==> config.mk <==
export PLATFORM = sky130hd
export DESIGN_NAME = mux_bus_arbiter_flat
export DESIGN_NICKNAME = d
export VERILOG_FILES = /design/src/rtl/cpu_bus_pkg.sv /design/src/rtl/mux_bus_arbiter_if.sv /design/src/rtl/rr_pick8.sv /design/src/rtl/mux_bus_arbiter.sv /design/src/flat_wrapper.sv
export SDC_FILE = /design/constraint.sdc
export NUM_CORES = 1
export LEC_CHECK = 0
export BUFFER_PORTS_ARGS = -buffer_cell sky130_fd_sc_hd__buf_2
export CAP_MARGIN = 25
export CORE_UTILIZATION = 50
export DETAILED_ROUTE_END_ITERATION = 8
export HOLD_SLACK_MARGIN = 0.12
export PLACE_DENSITY_LB_ADDON = 0.25
export SYNTH_ARGS = -nofsm -noshare
export SYNTH_HDL_FRONTEND = slang
export SYNTH_HIERARCHICAL = 1
export SYNTH_SLANG_ARGS = --single-unit
==> constraint.sdc <==
create_clock -name clk -period 13.29 [get_ports clk]
set_input_delay 1.9935 -clock clk [delete_from_list [all_inputs] [get_ports clk]]
set_output_delay 1.9935 -clock clk [all_outputs]
set_load 0.05 [all_outputs]
==> src/rtl/cpu_bus_pkg.sv <==
// rtl/cpu_bus_pkg.sv - shared CPU bus types and sizes for the bus mux arbiter
package cpu_bus_pkg;

   localparam int NREQ  = 8;
   localparam int SEL_W = 3;

   typedef enum logic {ARB_IDLE, ARB_OWN} arb_state_t;

   typedef logic [SEL_W-1:0] bus_sel_t;

endpackage

==> src/rtl/mux_bus_arbiter_if.sv <==
// rtl/mux_bus_arbiter_if.sv - request/grant/select bundle between bus sources and the arbiter
interface mux_bus_arbiter_if;
   import cpu_bus_pkg::*;

   logic [NREQ-1:0] req;
   logic [NREQ-1:0] gnt;
   bus_sel_t        sel;
   logic            busy;

   // arbiter side
   modport master (input req, output gnt, output sel, output busy);
   // bus-source side
   modport slave (output req, input gnt, input sel, input busy);

endinterface

==> src/rtl/rr_pick8.sv <==
// rtl/rr_pick8.sv - round-robin pick: first set request at or after ptr, wrapping 7->0
module rr_pick8
   import cpu_bus_pkg::*;
(
   input  logic [NREQ-1:0] req,
   input  bus_sel_t        ptr,
   output logic            found,
   output bus_sel_t        idx
);

   logic [NREQ-1:0] rot;
   bus_sel_t        off;

   // rotate so that bit 0 of rot is req[ptr]
   always_comb begin
      rot = '0;
      for (int i = 0; i < NREQ; i++) begin
         rot[i] = req[bus_sel_t'(ptr + bus_sel_t'(i))];
      end
   end

   // priority-encode the lowest set bit of the rotated vector
   always_comb begin
      off = '0;
      for (int i = NREQ - 1; i >= 0; i--) begin
         if (rot[i]) off = bus_sel_t'(i);
      end
   end

   assign found = |req;
   // unrotate; 3-bit addition wraps naturally
   assign idx   = bus_sel_t'(ptr + off);

endmodule

==> src/rtl/mux_bus_arbiter.sv <==
// rtl/mux_bus_arbiter.sv - round-robin, burst-bounded owner of the shared 8-to-1 bus mux
module mux_bus_arbiter
   import cpu_bus_pkg::*;
#(
   parameter int MAX_HOLD = 4
)
(
   input  logic              clk,
   input  logic              rst_n,
   mux_bus_arbiter_if.master bus
);

   localparam int HW = (MAX_HOLD > 1) ? $clog2(MAX_HOLD) : 1;
   localparam logic [HW-1:0] HOLD_LAST = HW'(MAX_HOLD - 1);

   arb_state_t      state;
   bus_sel_t        rr_ptr;
   logic [HW-1:0]   hold_cnt;
   logic [NREQ-1:0] gnt_q;
   bus_sel_t        sel_q;
   logic            busy_q;

   logic            rel;
   bus_sel_t        next_ptr;
   bus_sel_t        pick_ptr;
   logic            found;
   bus_sel_t        idx;

   // owner gives up the bus when it stops asking or its burst is spent
   assign rel      = (state == ARB_OWN) && (!bus.req[sel_q] || (hold_cnt == HOLD_LAST));
   assign next_ptr = bus_sel_t'(sel_q + 1'b1);
   // on release, search from just past the owner so the handoff is fair this very cycle
   assign pick_ptr = rel ? next_ptr : rr_ptr;

   rr_pick8 u_pick (
      .req   (bus.req),
      .ptr   (pick_ptr),
      .found (found),
      .idx   (idx)
   );

   // FSM, rotation pointer, tenure counter and registered outputs
   always_ff @(posedge clk) begin
      if (!rst_n) begin
         state    <= ARB_IDLE;
         rr_ptr   <= '0;
         hold_cnt <= '0;
         gnt_q    <= '0;
         sel_q    <= '0;
         busy_q   <= 1'b0;
      end else begin
         case (state)
            ARB_IDLE: begin
               if (found) begin
                  gnt_q    <= NREQ'(1) << idx;
                  sel_q    <= idx;
                  busy_q   <= 1'b1;
                  hold_cnt <= '0;
                  state    <= ARB_OWN;
               end
            end
            default: begin
               if (!rel) begin
                  hold_cnt <= hold_cnt + 1'b1;
               end else begin
                  rr_ptr <= next_ptr;
                  if (found) begin
                     gnt_q    <= NREQ'(1) << idx;
                     sel_q    <= idx;
                     hold_cnt <= '0;
                  end else begin
                     // sel keeps its value so the mux output stays stable while idle
                     gnt_q    <= '0;
                     busy_q   <= 1'b0;
                     hold_cnt <= '0;
                     state    <= ARB_IDLE;
                  end
               end
            end
         endcase
      end
   end

   assign bus.gnt  = gnt_q;
   assign bus.sel  = sel_q;
   assign bus.busy = busy_q;

endmodule

==> src/flat_wrapper.sv <==
// flat-port wrapper written by rule: the top's interface ports become plain ports
module mux_bus_arbiter_flat import cpu_bus_pkg::*;
#(
   parameter int MAX_HOLD = 4
)
  (clk, rst_n, bus_req, bus_gnt, bus_sel, bus_busy);
  mux_bus_arbiter_if bus_i ();
  input  logic clk;
  input  logic rst_n;
  input wire logic [$bits(bus_i.req)-1:0] bus_req;
  output wire logic [$bits(bus_i.gnt)-1:0] bus_gnt;
  output wire logic [$bits(bus_i.sel)-1:0] bus_sel;
  output wire logic [$bits(bus_i.busy)-1:0] bus_busy;
  assign bus_i.req = bus_req;
  assign bus_gnt = bus_i.gnt;
  assign bus_sel = bus_i.sel;
  assign bus_busy = bus_i.busy;
  mux_bus_arbiter #(.MAX_HOLD(MAX_HOLD)) u_core (.clk(clk), .rst_n(rst_n), .bus(bus_i));
endmodule
# Yosys cells after proc, flatten, opt, wreduce, memory -nomap -nowiden
# Cells that the tools add are included.
# totals
reg_bits	18
output_inout_bits	12
in_bits	10
elab_cells	80
# op_classes
n_reduce_logical	7
eq_ne	3
add_sub_neg	10
order_cmp	9
n_mux	44
shifts	1
# ops
cell	count
< comparator 3 x 4 -> 1 bit (second input constant)	9
two-way mux 3 bit	12
two-way mux 8 bit	4
binary-select mux 1 bit (select 3 bit)	9
two-way mux 1 bit	16
adder 3 bit (second input constant)	4
OR reduction 8 bit	1
<< shifter 1 x 3 -> 8 bit (first input constant)	1
adder 3 x 1 -> 3 bit (second input constant)	2
adder 3 x 2 -> 3 bit (second input constant)	2
two-way mux 2 bit	3
!= test 2 bit (second input constant)	2
adder 3 bit	1
AND reduction 3 bit	1
adder 2 x 1 -> 2 bit (second input constant)	1
== test 2 bit (second input constant)	1
AND reduction 2 bit	1
nonzero test 2 bit	1
logical AND 1 bit	1
zero test 1 bit	1
logical OR 1 bit	1

# Logic depth before layout (Yosys ltp)
# Gate-level depths: netlist (run 1).
# depth
word_depth	22
mapped_depth	23
depth_no_buf	20

# By module
# The synthesis (run 1) kept the hierarchy.
# by_module_without_submodules
module	area_per_inst_um2	cells_per_inst	instances
mux_bus_arbiter	908.4	97	1
rr_pick8	621.8	68	1

# Worst setup path before layout (run 1)
# Ideal clock, no wire load.
# synth_timing
path_type	input -> register
start	input bus_req[7]
end	register u_core.gnt_q[0], in the netlist u_core/bus.gnt[0]
setup_slack_ns	6.996
stages	20
required_ns	13.214
setup_ns	0.076
t_arrival_ns	6.218
path_buffers	2
path_cell_list	mux2i_1 > a221o_2 > o21ai_4 > mux2i_1 > buf_6 > inv_1 > ha_1 > buf_4 > mux2i_1 > mux2_2 > nand2b_1 > o211ai_1 > o211ai_1 > a21oi_1 > ha_1 > inv_1 > fa_1 > inv_1 > or3b_2 > o22ai_1
# synth_between
elab_chain_cells	22
elab_cells_between_ends	47
classes_between	8 x add/sub; 1 x eq/ne; 1 x shift; 31 x mux; 6 x reduce/logical
# synth_lines
element	line_no	source
from (decl)	flat_wrapper.sv:10	input wire logic [$bits(bus_i.req)-1:0] bus_req;
binary-select mux 1 bit (select 3 bit) *	mux_bus_arbiter.sv:30	assign rel = (state == ARB_OWN) && (!bus.req[sel_q] || (hold_cnt == HOLD_LAST));
two-way mux 1 bit (not written as such) *	mux_bus_arbiter.sv:30	
zero test 1 bit *	mux_bus_arbiter.sv:30	
logical OR 1 bit *	mux_bus_arbiter.sv:30	
logical AND 1 bit *	mux_bus_arbiter.sv:30	
two-way mux 3 bit *	--	
net u_core.pick_ptr[0]	mux_bus_arbiter.sv:25	bus_sel_t pick_ptr;
adder 3 bit	rr_pick8.sv:18	rot[i] = req[bus_sel_t'(ptr + bus_sel_t'(i))];
binary-select mux 1 bit (select 3 bit)	rr_pick8.sv:18	
two-way mux 1 bit (not written as such)	rr_pick8.sv:18	
two-way mux 3 bit (8 in series)	rr_pick8.sv:26	if (rot[i]) off = bus_sel_t'(i);
adder 3 bit *	rr_pick8.sv:32	assign idx = bus_sel_t'(ptr + off);
net u_core.idx[1]	mux_bus_arbiter.sv:27	bus_sel_t idx;
<< shifter 1 x 3 -> 8 bit *	mux_bus_arbiter.sv:55, mux_bus_arbiter.sv:68	
two-way mux 8 bit	mux_bus_arbiter.sv:67	if (found) begin
two-way mux 8 bit	mux_bus_arbiter.sv:63	if (!rel) begin
two-way mux 8 bit *	mux_bus_arbiter.sv:52	case (state)
to (signal assigned)	mux_bus_arbiter.sv:55	gnt_q <= NREQ'(1) << idx;
to (signal assigned)	mux_bus_arbiter.sv:68	gnt_q <= NREQ'(1) << idx;
to (decl)	mux_bus_arbiter.sv:19	logic [NREQ-1:0] gnt_q;
# The timed path passes the listed nets; every way through them passes the cells marked *. The select of a mux whose other input is x is not followed.
# A chain may end at the register's enable or synchronous reset.

# Final worst setup path (run 1)
# layout_timing
start	input bus_req[7]
end	register u_core.gnt_q[7], in the netlist u_core/bus.gnt[7]
# The elaborated chain is that of the path after synthesis.

==> impl_metrics.tcl, run 1 <==
set metrics [dict create \
    outcome "finished with violations" \
    violations "DRC" \
    setup_violations 0 \
    wl_met3_um 107 \
    grt_pass1_vias 1228 \
    via_per_inst 6.15 \
    htree_levels 1 \
    rsz0062_at_grt "no" \
    avgSynthCellArea_um2 9.27 \
    layout_common_cells "nand2_1 (25), mux2i_1 (22), buf_2 (21), dfxtp_1 (18), o22ai_1 (9)" \
    relSlewSlack_pct 67.2 \
    fin_setup_tns_ns 0 \
    die_y_um 57.3 \
    route.met2.wl_um 1660 \
    timing.critical_path.from "bus_req[7]" \
    core_mm2 0.00283 \
    arrival_ns 6.72 \
    nNetsFinal 200 \
    synth-edff-count 0 \
    p_leak_nw 0.677 \
    max-clock-path-buffers 2 \
    crit_type "in2reg" \
    clkTransAtPathRegs_ns 0.10 \
    whs_ns 0.470 \
    cts.sinks 18 \
    cp_top_family "compound AO/OA/AOI/OAI gates" \
    crit_path_frequent_cell "mux2i_1" \
    rr_endpoint "u_core/bus.gnt[7]" \
    rows 19 \
    cp_data_required_time_ns 13.51 \
    cts_hold_buf 0 \
    drv_cap 0 \
    drv_slew 0 \
    powerDensity_mw_per_mm2 269 \
    cp.depth 21 \
    cts_buffers 3 \
    port-buffer-count 21 \
    synth.area.top_cells "dfxtp_1 (24%), mux2i_1 (14%), nand2_1 (6.1%), mux2_2 (4.4%), mux4_2 (4.4%)" \
    first_iter_violations 55 \
    clock_latency_ns 0.29 \
    grt_max_degree 28 \
    yosysWarnings 6 \
    via_count 1317 \
    cp_cell_sequence "buf_2, mux2i_1, a221o_2, o21ai_4, mux2i_1, buf_4, inv_1, ha_1, mux2i_1, mux2i_1, o221ai_1, o211ai_1, o211ai_1, a21oi_1, ha_1, inv_1, fa_1, xnor2_1, xnor2_1, o211ai_1, o22ai_1" \
    die_width_um 57.3 \
    synthFlopType "dfxtp_1" \
    dr.pass1.iters 6 \
    postRouteAntennaNets 0 \
    ioPinCount 22 \
    timing.fmax_mhz 154 \
    post-place-ws_ns 6.57 \
    dieArea_mm2 0.00329 \
    crit_path_end_kind "flip-flop" \
    overflow 0 \
    worst_slew_pin_slew_ns 0.492 \
    async_flop_share_pct 0 \
    final_area_mm2 0.00166 \
    syn_to_final_growth_pct 8.50 \
    r2r_start "u_core/bus.sel[0]" \
    r2r_slack_ns 8.02 \
    crit_path_end "u_core/bus.gnt[7]" \
    min_period_over_period_pct 48.9 \
    wl_met1_um 1360 \
    post_cts_buffers 0 \
    cts_tree "done" \
    ys_ff_latch 18 \
    ir_drop_v 0.000134 \
    netlist_instances 165 \
    ctsResizeCount 0 \
    skew_ns 0.00416 \
    drc 1 \
    yosysSeqAreaShare_pct 23.5 \
    path_buf_inv 4 \
    dpl-instance-area_mm2 0.00162 \
    slowest_stage "ha_1" \
    final_util_pct 58.7 \
    avgRoutedWirePerCell_um 14.9 \
    cts-root-buf "clkbuf_4" \
    grt_pass1_wl_um 5520 \
    muxShareOfSynthArea_pct 26.9 \
    dp_hpwl_um 2400 \
    yosys.area_share.simple_pct 17.1 \
    synth_xor_area_share_pct 4.01 \
    cp-start-kind "primary input" \
    topRoutingLayerUsed "met4" \
    start_util_pct 54.1 \
    min_period_ns 6.50 \
    synth.net_count 181 \
    layout_commonest_cell "nand2_1" \
    yosys.area_share.adder_pct 5.40 \
    reg2reg_depth 20 \
    gp_congestion 0.853 \
    grt_usage_pct 21.3 \
    setup_ws_ns 6.79 \
    hold_viol 0 \
    num_antenna_cells 0 \
    ys_types 42 \
    yosysTopAreaCell "dfxtp_1" \
    synth.top_cell.area_share_pct 23.5 \
    netlist_area_mm2 0.00153 \
    hold_class "reg2reg" \
    drive_gt1_share_pct 26.2 \
    routed_wl_um 3190 \
    slowest_delay_ns 0.53 \
    antenna_found_initial 0 \
    synth_top_family_by_area "multiplexers" \
    synth-compound-area-share_pct 17.8 \
    cp_max_fo 16 \
]
layout make-up:
type                    count  area [um^2]
well taps                  31         38.8
flip-flops and latches     18          360
clock buffers               4         36.3
repair buffers             22          113
inverters                   6         22.5
multi-input cells         133         1090
fillers                   249         1170
power breakdown:
group          internal, mW  switching [mW]  total [mW]
Combinational         0.141           0.194       0.335
Sequential           0.0665          0.0111      0.0776
Clock                0.0167          0.0172      0.0339
Total                 0.224           0.223       0.447
sequential cells by signal, indices dropped and copies added (netlist names):
name	count
u_core/bus.busy	1
u_core/bus.gnt	8
u_core/bus.sel	3
u_core/hold_cnt	2
u_core/rr_ptr	3
u_core/state	1
worst min-delay path by stage:
stage	from	endpoint	slack, ns	depth (start not counted)
after floorplan	u_core/rr_ptr[1]	u_core/rr_ptr[1]	0.44	2
after global placement	u_core/rr_ptr[1]	u_core/rr_ptr[1]	0.44	2
after detailed placement	u_core/rr_ptr[2]	u_core/rr_ptr[2]	0.46	2
after CTS	u_core/rr_ptr[2]	u_core/rr_ptr[2]	0.48	2
after global routing	u_core/rr_ptr[2]	u_core/rr_ptr[2]	0.50	2
final	u_core/rr_ptr[0]	u_core/rr_ptr[0]	0.47	2
cells by family (layout without fill, tap and decap cells):
logic type,after synthesis,in the layout
and+or+nand+nor,51,51
AOI/OAI and AO/OA,35,35
muxes,34,34
DFF,18,18
buffers and inverters,14,32
xor gates and xnor gates,7,7
adders and majority gates,6,6
routing by layer:
metal / vias up / track usage (%)
li1: 649 / -
met5: - / 0
met3: 6 / 2.04
met1: 630 / 25.6
met4: 0 / 7.32
met2: 32 / 39.5
stage by stage:
step / power [mW] / instances
after CTS: 0.446 / 214
final: 0.447 / 214
after floorplan: 0.359 / 165
after global placement: 0.397 / 210
after detailed placement: 0.410 / 210
after global routing: 0.483 / 214
worst reg2reg max path, delay by kind of cell (launching register included):
kind	cells	cell delay, ns
AOI/OAI and AO/OA	8	1.98
adders and majority gates	3	1.05
muxes	4	0.73
DFF	1	0.55
xor gates and xnor gates	2	0.51
buffers and inverters	3	0.37
Yosys cell counts (2+ instances only):
| master | n |
|---|---|
| inv_1 | 6 |
| o221a_2 | 2 |
| nor2b_1 | 4 |
| o211ai_1 | 4 |
| nand2_1 | 25 |
| or2_2 | 2 |
| nor4_1 | 2 |
| nor2_1 | 2 |
| mux2_4 | 2 |
| a21oi_1 | 4 |
| nand3_1 | 4 |
| mux4_2 | 3 |
| nor3b_1 | 3 |
| o21ai_0 | 3 |
| ha_1 | 5 |
| xor2_1 | 4 |
| and2_1 | 2 |
| o221ai_1 | 4 |
| dfxtp_1 | 18 |
| mux2i_1 | 22 |
| mux2_2 | 6 |
| buf_6 | 3 |
| o22ai_1 | 9 |
| clkbuf_1 | 3 |
| nand2b_1 | 4 |
| xnor2_1 | 3 |
Power figures use the tool's default switching activity.
==> run 2: changes to the inputs <==
Clock period 13.29 ns to 5.35 ns, I/O delays scaled along.
==> run 2 against run 1 <==
  * The flow still finishes with violations (DRC)
  * Total power increased to 2.5 times the previous value
  * Hold slack got worse by 0.00081 ns
  * Global-route usage fell by 1.0 points
  * Worst setup slack lost 6.4 ns
  * Critical path depth unchanged
  * First-iteration DRC count shrank 31%
  * Clock skew shrank 0.0025 ns
  * Die area did not move
  * Critical endpoint is now u_core/bus.gnt[3]
  * Largest cell class unchanged
==> impl_metrics.tcl, run 2 (same netlist as run 1, synthesis figures left out) <==
set metrics [dict create \
    outcome "finished with violations" \
    violations "DRC" \
    cp-start-kind "primary input" \
    via_per_inst 6.03 \
    switchingPower_mw 0.562 \
    post-place-ws_ns 0.0445 \
    layout_common_cells "nand2_1 (25), mux2i_1 (22), buf_2 (21), dfxtp_1 (18), o22ai_1 (9)" \
    antenna_found_initial 0 \
    skew_ns 0.00162 \
    port-buffer-count 21 \
    fin_setup_tns_ns 0 \
    largest_register_ff_count 8 \
    dr.pass1.iters 6 \
    swShare_pct 49.5 \
    slowest_delay_ns 0.47 \
    layout_commonest_cell "nand2_1" \
    syn_to_final_growth_pct 9.49 \
    nNetsFinal 202 \
    crit_type "in2reg" \
    grt_pass1_vias 1212 \
    drive_gt1_share_pct 27.0 \
    gp_congestion 0.877 \
    die_y_um 57.3 \
    cts_buffers 3 \
    cts-root-buf "clkbuf_4" \
    cts_hold_buf 0 \
    cts_tree "done" \
    relSlewSlack_pct 65.8 \
    cp_cell_sequence "buf_2, mux2i_1, a221o_2, o21ai_4, mux2_4, inv_1, ha_1, mux2i_1, mux2i_1, o221ai_1, nor2b_1, o211ai_1, a21oi_1, ha_1, inv_1, fa_1, xnor2_1, xnor2_1, inv_1, o211ai_1, o22ai_1" \
    clkPwrFrac_pct 7.1 \
    seqCellArea_um2 360 \
    dpl-instance-area_mm2 0.00164 \
    dp_hpwl_um 2450 \
    setup_ws_ns 0.362 \
    multi_input_area_mm2 0.00109 \
    powerDensity_mw_per_mm2 677 \
    cp_data_required_time_ns 5.52 \
    ioPinCount 22 \
    num_antenna_cells 0 \
    grt_usage_pct 20.3 \
    timing.fmax_mhz 200 \
    final_area_mm2 0.00168 \
    min_period_over_period_pct 93.2 \
    min_period_ns 4.99 \
    rsz0062_at_grt "no" \
    min_path_cells 2 \
    core_mm2 0.00283 \
    cp_max_fo 11 \
    ctsResizeCount 0 \
    die_width_um 57.3 \
    drc 2 \
    first_iter_violations 38 \
    post_cts_buffers 0 \
    rows 19 \
    clkTransAtPathRegs_ns 0.10 \
    drv_slew 0 \
    start_util_pct 54.1 \
    avgRoutedWirePerCell_um 14.4 \
    hold_viol 0 \
    p_comb_share_pct 75.9 \
    arrival_ns 5.15 \
    postRouteAntennaNets 0 \
    reg2reg_depth 20 \
    grt_pass1_wl_um 5260 \
    clock_latency_ns 0.29 \
    overflow 0 \
    p_total_mw 1.13 \
    slowest_stage "a221o_2" \
    max-clock-path-buffers 2 \
    setup_violations 0 \
    hold_class "reg2reg" \
    fillerInstances 253 \
    via_count 1302 \
    ir_drop_v 0.000305 \
    routed_wl_um 3100 \
    htree_levels 1 \
    pwr-share-seq_pct 17.0 \
    grt_max_degree 28 \
    p_leak_nw 0.687 \
    worst_slew_pin_slew_ns 0.513 \
    cts.sinks 18 \
    dieArea_mm2 0.00329 \
    crit_path_end_kind "flip-flop" \
    p_int_mw 0.572 \
    drv_cap 0 \
]
## run 2: final cells by class
class	instances	area share [%]
Inverter	6	1.34
Multi-Input combinational cell	133	65.0
Sequential cell	18	21.5
Tap cell	31	2.32
Clock buffer	4	2.17
Timing Repair Buffer	24	7.62
## run 2: worst paths after layout
path                          start                 to  slack [ns]
setup / recovery         bus_req[7]  u_core/bus.gnt[3]        0.36
hold / removal     u_core/rr_ptr[0]   u_core/rr_ptr[0]        0.47
setup reg to reg  u_core/bus.sel[0]  u_core/bus.gnt[3]        0.42
hold reg to reg    u_core/rr_ptr[0]   u_core/rr_ptr[0]        0.47
## run 2: metal layers
| metal | global-route usage, % | vias up | routed length (um) |
|---|---|---|---|
| met5 | 0 | - | 0 |
| met4 | 9.06 | 0 | 53 |
| met3 | 1.36 | 6 | 63 |
| met2 | 37.1 | 19 | 1630 |
| met1 | 24.3 | 621 | 1360 |
| li1 | - | 656 | - |
## run 2: power by group through the flow
stage	Clock (mW)	Sequential (mW)	Combinational [mW]
after detailed placement	0	0.196	0.850
after global placement	0	0.194	0.821
after global routing	0.0921	0.197	0.931
after floorplan	0	0.258	0.633
final	0.0811	0.192	0.861
after CTS	0.0853	0.193	0.855
## run 2: worst max-delay path, delay by kind of cell
| kind | cells | cell delay, ns |
|---|---|---|
| AOI/OAI and AO/OA | 7 | 1.57 |
| xor gates and xnor gates | 2 | 0.47 |
| adders and majority gates | 3 | 0.93 |
| buffers and inverters | 4 | 0.37 |
| muxes | 4 | 0.84 |
| and+or+nand+nor | 1 | 0.17 |
## run 2: metrics by stage
| step | utilization, % | std cells | hold WS (ns) |
|---|---|---|---|
| floorplan | - | 165 | 0.438 |
| CTS | 59.2 | 216 | 0.472 |
| global route | 59.2 | 216 | 0.497 |
| global placement | 57.9 | 212 | 0.448 |
| finish | 59.2 | 216 | 0.469 |
| detailed placement | 57.9 | 212 | 0.458 |
==> run 3: changes to the inputs <==
Settings changed: ABC_AREA set to 1, TNS_END_PERCENT set to 5.
==> run 3 against run 2 <==
  * The flow now finishes without violations
  * Synthesized cell count rose by 47%
  * Clock skew rose by 0.0072 ns
  * Register-to-register slack better by 0.20 ns
  * Non-clock buffer count fell by 2
  * Via count is 17% higher
  * Global-route usage is 0.94 points higher
  * Wire length is 0.16% higher
  * Worst setup slack gained 0.20 ns
  * Core utilization shrank 0.93 points
  * Critical endpoint is now u_core/bus.gnt[6]
==> impl_metrics.tcl, run 3 <==
set metrics [dict create \
    netlist_instances 243 \
    postRouteAntennaNets 0 \
    cp-start-kind "primary input" \
    port-buffer-count 21 \
    relSlewSlack_pct 68.9 \
    worst_slew_pin_slew_ns 0.467 \
    drv_slew 0 \
    slowest_delay_ns 0.40 \
    overflow 0 \
    htree_levels 1 \
    crit_path_end_kind "flip-flop" \
    largest_register_ff_count 8 \
    synth.net_count 259 \
    slowest_stage "ha_1" \
    drv_cap 0 \
    ys_ff_latch 18 \
    core_mm2 0.00283 \
    max-clock-path-buffers 2 \
    rows 19 \
    dp_hpwl_um 2460 \
    cts_buffers 3 \
    via_per_inst 5.20 \
    outcome "complete, no violations" \
    ioPinCount 22 \
    ctsResizeCount 0 \
    min_period_over_period_pct 89.4 \
    avgSynthCellArea_um2 6.27 \
    die_width_um 57.2 \
    die_y_um 57.2 \
    grt_usage_pct 21.2 \
    clkTransAtPathRegs_ns 0.10 \
    ys_types 34 \
    hold_viol 0 \
    layout_commonest_cell "nand2_1" \
    arrival_ns 5.01 \
    drc 0 \
    grt_max_degree 17 \
    cts-root-buf "clkbuf_4" \
    fin_setup_tns_ns 0 \
    min_period_ns 4.78 \
    synthFlopType "dfxtp_1" \
    yosysTopAreaCell "dfxtp_1" \
    synth.area.top_cells "dfxtp_1 (24%), nand2_1 (16%), nand3_1 (14%), inv_1 (7.6%), a21oi_1 (5.6%)" \
    rsz0062_at_grt "no" \
    gp_congestion 0.811 \
    crit_path_frequent_cell "nand2_1" \
    synth-edff-count 0 \
    post_cts_buffers 0 \
    cts.sinks 18 \
    clock_latency_ns 0.30 \
    nNetsFinal 278 \
    num_antenna_cells 0 \
    yosysSeqAreaShare_pct 23.7 \
    crit_type "in2reg" \
    via_count 1519 \
    cp_max_fo 15 \
    routed_wl_um 3110 \
    drive_gt1_share_pct 18.8 \
    start_util_pct 53.8 \
    hold_class "reg2reg" \
    setup_violations 0 \
    grt_pass1_vias 1295 \
    dieArea_mm2 0.00327 \
    dr.pass1.iters 4 \
    syn_to_final_growth_pct 8.30 \
    timing.fmax_mhz 209 \
    antenna_found_initial 0 \
    yosysMostFrequentCell "nand2_1" \
    layout_common_cells "nand2_1 (65), nand3_1 (44), inv_1 (31), buf_2 (21), dfxtp_1 (18)" \
    synth_commonest_cells "nand2_1 (65), nand3_1 (44), inv_1 (31)" \
    cp_data_required_time_ns 5.57 \
    first_iter_violations 53 \
    synth.top_cell.area_share_pct 23.7 \
    cts_hold_buf 0 \
    netlist_area_mm2 0.00152 \
    skew_ns 0.00879 \
    async_flop_share_pct 0 \
    cts_tree "done" \
    avgRoutedWirePerCell_um 10.6 \
    yosysWarnings 6 \
    grt_pass1_wl_um 5540 \
]
run 3: changes by cell type in the layout (fill, tap and decap cells not counted), moves of 6 or more:
| cell | change |
|---|---|
| a21oi_1 | +13 |
| mux2i_1 | -22 |
| mux2_2 | -6 |
| nand2_1 | +40 |
| inv_1 | +25 |
| nand2_2 | +9 |
| nor2_1 | +10 |
| o22ai_1 | -9 |
| nand3_1 | +40 |
run 3: worst max-delay path: cells and delay by family:
kind | cells | cell delay [ns]
buffers and inverters | 6 | 0.90
AO/OA/AOI/OAI | 4 | 0.50
XOR/XNOR | 1 | 0.18
adder cells (fa/ha/maj) | 3 | 0.91
AND/OR/NAND/NOR | 18 | 1.69
run 3: path summary, 6_finish.rpt:
kind | start | to | slack [ns] | cells after the start
setup reg to reg | u_core/bus.sel[0] | u_core/bus.gnt[6] | 0.62 | 32
setup / recovery | bus_req[1] | u_core/bus.gnt[6] | 0.57 | 32
hold / removal | u_core/bus.gnt[3] | u_core/bus.gnt[3] | 0.48 | 2
hold reg to reg | u_core/bus.gnt[3] | u_core/bus.gnt[3] | 0.48 | 2
run 3: routing by layer:
metal	track usage, %	up-vias	part of all wire, %
met5	0	-	0
met4	4.53	0	0.42
met3	4.08	2	3.2
met2	33.9	23	43
met1	29.8	673	53
li1	-	821	-
run 3: cell type report:
| class | count | area (um^2) |
|---|---|---|
| fillers | 305 | 1180 |
| multi-input cells | 182 | 963 |
| flip-flops and latches | 18 | 360 |
| inverters | 35 | 138 |
| repair buffers | 22 | 113 |
| well taps | 31 | 38.8 |
| clock buffers | 4 | 36.3 |
run 3: cells by family (layout without fill, tap and decap cells):
kind of cell / Yosys count / count (layout) / synth area share, %
adders and majority gates: 6 / 6 / 5.42
xor gates and xnor gates: 4 / 4 / 2.79
DFF: 18 / 18 / 23.7
and+or+nand+nor: 146 / 146 / 45.4
buffers and inverters: 43 / 61 / 13.1
AOI/OAI and AO/OA: 26 / 26 / 9.70
run 3: stage by stage:
stage	setup WS (ns)	hold WS (ns)	util, %	area (um^2)	cells
final	0.566	0.482	58.3	1650	292
after global placement	0.324	0.460	57.0	1610	288
after CTS	0.553	0.487	58.3	1650	292
after floorplan	0.810	0.447	-	1520	243
after global routing	0.0480	0.511	58.3	1650	292
after detailed placement	0.255	0.472	57.0	1610	288
Power of run 3 is not shown: default switching activity piles up to over one toggle a cycle in this logic, so the estimate is an artifact.
